## src/rtl/hazard_detection_unit.sv

```systemverilog
`default_nettype none
// ============================================================================
// Module      : hazard_detection_unit
// Description : Load-use stall / branch flush / memory-hold controller with
//               saturating event counters for a 5-stage pipeline.
// Revision    : 1.0 - initial release
// ============================================================================
module hazard_detection_unit #(
   parameter int CNT_W = 16,
   parameter int REG_W = 5
) (
   input  logic             clock,
   input  logic             reset_n,
   input  logic [REG_W-1:0] id_rs,
   input  logic [REG_W-1:0] id_rt,
   input  logic             id_uses_rt,
   input  logic             ex_mem_read,
   input  logic [REG_W-1:0] ex_rt,
   input  logic             branch_taken,
   input  logic             mem_busy,
   output logic             pc_write,
   output logic             if_id_write,
   output logic             if_id_flush,
   output logic             id_ex_bubble,
   output logic             pipe_freeze,
   output logic [1:0]       state,
   output logic [CNT_W-1:0] stall_count,
   output logic [CNT_W-1:0] flush_count
);

   typedef enum logic [1:0] {
      RUN   = 2'd0,
      STALL = 2'd1,
      FLUSH = 2'd2
   } state_t;

   localparam logic [CNT_W-1:0] c_cnt_one = {{(CNT_W-1){1'b0}}, 1'b1};
   localparam logic [CNT_W-1:0] c_cnt_max = {CNT_W{1'b1}};

   state_t           r_state;
   state_t           w_next_state;
   logic [CNT_W-1:0] r_stall_count;
   logic [CNT_W-1:0] r_flush_count;
   logic             w_load_use;
   logic             w_stall_inc;
   logic             w_flush_inc;

   assign w_load_use = ex_mem_read && (ex_rt != '0) &&
                       ((ex_rt == id_rs) || (id_uses_rt && (ex_rt == id_rt)));

   always_ff @(posedge clock or negedge reset_n) begin
      if (!reset_n) begin
         r_state       <= RUN;
         r_stall_count <= '0;
         r_flush_count <= '0;
      end else begin
         r_state <= w_next_state;
         if (w_stall_inc && (r_stall_count != c_cnt_max))
            r_stall_count <= r_stall_count + c_cnt_one;
         if (w_flush_inc && (r_flush_count != c_cnt_max))
            r_flush_count <= r_flush_count + c_cnt_one;
      end
   end

   always_comb begin
      pc_write     = 1'b1;
      if_id_write  = 1'b1;
      if_id_flush  = 1'b0;
      id_ex_bubble = 1'b0;
      pipe_freeze  = 1'b0;
      w_next_state = RUN;
      w_stall_inc  = 1'b0;
      w_flush_inc  = 1'b0;

      if (!reset_n) begin
         pc_write     = 1'b0;
         if_id_write  = 1'b0;
         id_ex_bubble = 1'b1;
      end else if (mem_busy) begin
         // Whole pipeline holds; an out-of-range state still recovers to RUN.
         pc_write    = 1'b0;
         if_id_write = 1'b0;
         pipe_freeze = 1'b1;
         case (r_state)
            STALL:   w_next_state = STALL;
            FLUSH:   w_next_state = FLUSH;
            default: w_next_state = RUN;
         endcase
      end else begin
         case (r_state)
            STALL: begin
               if (branch_taken) begin
                  if_id_flush  = 1'b1;
                  id_ex_bubble = 1'b1;
                  w_next_state = FLUSH;
                  w_flush_inc  = 1'b1;
               end
            end
            FLUSH: begin
               // EX holds a squashed bubble, so its branch/load info is stale.
               w_next_state = RUN;
            end
            default: begin
               if (branch_taken) begin
                  if_id_flush  = 1'b1;
                  id_ex_bubble = 1'b1;
                  w_next_state = FLUSH;
                  w_flush_inc  = 1'b1;
               end else if (w_load_use) begin
                  pc_write     = 1'b0;
                  if_id_write  = 1'b0;
                  id_ex_bubble = 1'b1;
                  w_next_state = STALL;
                  w_stall_inc  = 1'b1;
               end
            end
         endcase
      end
   end

   assign state       = r_state;
   assign stall_count = r_stall_count;
   assign flush_count = r_flush_count;

endmodule
`default_nettype wire

```

## config.mk

```make
export PLATFORM = sky130hd
export DESIGN_NAME = hazard_detection_unit
export DESIGN_NICKNAME = d
export VERILOG_FILES = /design/src/rtl/hazard_detection_unit.sv
export SDC_FILE = /design/constraint.sdc
export NUM_CORES = 1
export LEC_CHECK = 0
export ABC_AREA = 1
export CORE_ASPECT_RATIO = 0.75
export CORE_UTILIZATION = 45
export CTS_CLUSTER_DIAMETER = 60
export DETAILED_ROUTE_END_ITERATION = 6
export GPL_TIMING_DRIVEN = 0
export PLACE_DENSITY = 0.8
export SYNTH_ARGS = -nofsm -noshare
export SYNTH_HDL_FRONTEND = slang
export SYNTH_SLANG_ARGS = --single-unit
```

## constraint.sdc

```tcl
create_clock -name clock -period 3.4 [get_ports clock]
set_input_delay 0.85 -clock clock [delete_from_list [all_inputs] [get_ports clock]]
set_output_delay 0.85 -clock clock [all_outputs]
set_load 0.02 [all_outputs]
```

==> flow_metrics.env <==
export IMPL_fmax_mhz=309
export IMPL_ys_warn_count=0
export IMPL_die_area_sq_mm=0.00498
export IMPL_holdBufCountCts=0
export IMPL_globalplace_congestion=0.839
export IMPL_cts_tree="yes"
export IMPL_syn_area_sq_mm=0.00211
export IMPL_yosys_area_top_type="dfrtp_1"
export IMPL_power_leakage_uw=0.00143
export IMPL_hold_path_class="reg -> reg"
export IMPL_wl_microns=4840
export IMPL_fin_crit_sh=0.952
export IMPL_status="complete, no violations"
export IMPL_syn2layout_area_growth_pct=35.6
export IMPL_end_kind="output port"
export IMPL_ys_types=25
export IMPL_portBuffers=59
export IMPL_dp_hpwl_microns=3740
export IMPL_grt_pass1_wl_microns=7770
export IMPL_cap_violations=0
export IMPL_finalPower_uw=1010
export IMPL_cp_start_kind="input port"
export IMPL_crit_path_max_incr_delay_ps=530
export IMPL_dp_slack_ps=-199
export IMPL_cts_setup_buffers=0
export IMPL_synth_area_leaders="dfrtp_1 40%, nand2_1 18%, inv_1 7.6%"
export IMPL_path_class="in -> out"
export IMPL_io_pins=60
export IMPL_max_slew_margin=0.686
export IMPL_cts_root_buf="clkbuf_8"
export IMPL_nNetsFinal=381
export IMPL_grt_overflow=0
export IMPL_syn_nets=315
export IMPL_crit_slowest_cell="clkdlybuf4s50_1"
export IMPL_wl_per_cell_microns=11.7
export IMPL_drtAntennaViolNets=0
export IMPL_cp_max_fo=4
export IMPL_initial_core_util=0.470
export IMPL_drc=0
export IMPL_drt_first_pass_iters=4
export IMPL_finalWorstSetupSlack_ps=164
export IMPL_synth_seq_cells=34
export IMPL_die_w_microns=81.1
export IMPL_cp_data_required_time_ps=2550
export IMPL_crit_top_cell="nand2_1"
export IMPL_finClkSkew_ps=11.1
export IMPL_std_cell_rows=21
export IMPL_via_per_inst=4.73
export IMPL_grt_pass1_vias=1691
export IMPL_core_sq_mm=0.00449
export IMPL_fillers=385
export IMPL_peakVddDrop_uv=385
export IMPL_p_per_area_mw_per_mm2=353
export IMPL_fp_dieH_microns=61.4
export IMPL_arrival_ps=2390
export IMPL_htree_num_levels=2
export IMPL_num_vias=1953
export IMPL_clk_latency_ps=280
export IMPL_clockBufferDepth=2
export IMPL_drive_above_1_share=0.0843
export IMPL_syn_inst=289
export IMPL_setup_viol=0
export IMPL_fin_crit_ps=3240
export IMPL_rsz0062_at_grt="false"
export IMPL_num_antenna_cells=0
export IMPL_cts_buffers=5
export IMPL_synth_top_area_frac=0.403
export IMPL_yosysSeqAreaShare=0.403
export IMPL_final_hold_violation_count=0
export IMPL_drt_iter0_drc=91
export IMPL_slew_violations=0
export IMPL_path_clk_slew_ps=70
export IMPL_clock_sinks=34
export IMPL_tightest_slew_ps=471
export IMPL_final_cell_mix="99 x nand2_1, 53 x clkdlybuf4s50_1, 43 x inv_1"
export IMPL_grt_max_degree=38
export IMPL_postSynthAreaPerCell_sq_um=7.31
export IMPL_crit_chain="clkdlybuf4s50_1 > inv_2 > nand2_1 > nand2_1 > nor2_1 > nand3_1 > nand2_2 > nand2_1 > nand2_1 > nand3_1 > nand2_1 > clkdlybuf4s15_1"
export IMPL_antenna_found_initial=0
export IMPL_mostFrequentLayoutCell="nand2_1"
export IMPL_grtUsageTotal=0.208
==> metal layers <==
metal  global-route usage  vias to the layer above  wire length [microns]
li1                     -                     1025                      -
met1                0.290                      893                   2440
met2                0.331                       35                   2200
met3               0.0578                        0                    203
met4               0.0281                        0                      0
met5                    0                        -                      0
==> what timing repair did <==
action / 4_1_cts / 5_1_grt
endpoints found under the setup margin: 4 / 2
hold endpoints to repair: 0 / 0
gates cloned: 0 / 0
resized for setup: 4 / 6
==> final timing paths <==
| path | depth (start not counted) | startpoint | to | slack, ps |
|---|---|---|---|---|
| max in group asynchronous | 1 | reset_n | state[1] | 2530 |
| worst min register to register | 2 | stall_count[15] | stall_count[15] | 510 |
| worst max register to register | 11 | stall_count[0] | stall_count[1] | 1470 |
| min in group asynchronous | 1 | reset_n | stall_count[13] | 530 |
| worst min-delay path | 2 | stall_count[15] | stall_count[15] | 510 |
| worst max-delay path | 12 | ex_rt[0] | id_ex_bubble | 160 |
==> Yosys cell counts <==
cell / number
buf_4: 1
inv_2: 7
nor3_2: 1
xor2_1: 8
o21ai_0: 7
nand2_1: 100
nor2_1: 21
nor4_1: 1
nor3b_1: 1
nor3_4: 1
nor3_1: 6
nand3_2: 1
nand3b_1: 6
buf_6: 2
nand3_1: 21
inv_1: 43
nor2_4: 3
nand4_1: 6
nand4_2: 1
dfrtp_1: 34
nor2_2: 1
nand2_2: 1
xnor2_1: 10
ha_1: 5
a21oi_2: 1
==> critical path: cells and delay by family <==
kind	cells	cell delay [ps]
buffers and inverters	3	890
and+or+nand+nor	9	650
==> cell type report <==
cell class / instances / area (sq um) / share of cell area
buffer: 3 / 30.0 / 0.0105
clock buffer: 7 / 86.3 / 0.0301
clock inverter: 1 / 5.00 / 0.00175
inverter: 50 / 188 / 0.0655
multi-input combinational: 202 / 1050 / 0.366
sequential: 34 / 851 / 0.297
tap: 57 / 71.3 / 0.0249
timing repair buffer: 59 / 587 / 0.205
==> cells by family after synthesis <==
family,Yosys count,share of synthesized area
buffers and inverters,53,0.103
AOI/OAI and AO/OA,8,0.0207
adders and majority gates,5,0.0296
and+or+nand+nor,171,0.369
xor gates and xnor gates,18,0.0746
DFF,34,0.403
==> flip-flops by register name, summed over array words and instances (netlist names) <==
name and cells:
stall_count 16, flush_count 16, state 2
==> report_power, final <==
group	internal [uW]	switching, uW	total [uW]	leakage (uW)
clock network	163	141	304	0.0000482
registers	434	43.2	477	0.000446
logic	111	119	230	0.000932
total	709	303	1010	0.00143
==> metrics by stage <==
step | hold WS [ps] | util | cells | setup TNS (ps) | instance area (sq um)
global route | 535 | 0.638 | 413 | 0 | 2870
finish | 508 | 0.638 | 413 | 0 | 2870
CTS | 514 | 0.637 | 413 | 0 | 2860
global placement | 480 | 0.618 | 405 | -21830 | 2780
detailed placement | 501 | 0.617 | 405 | -619 | 2770
floorplan | 554 | - | 289 | 0 | 2110
Note: power is estimated with default switching activity, not from simulation.
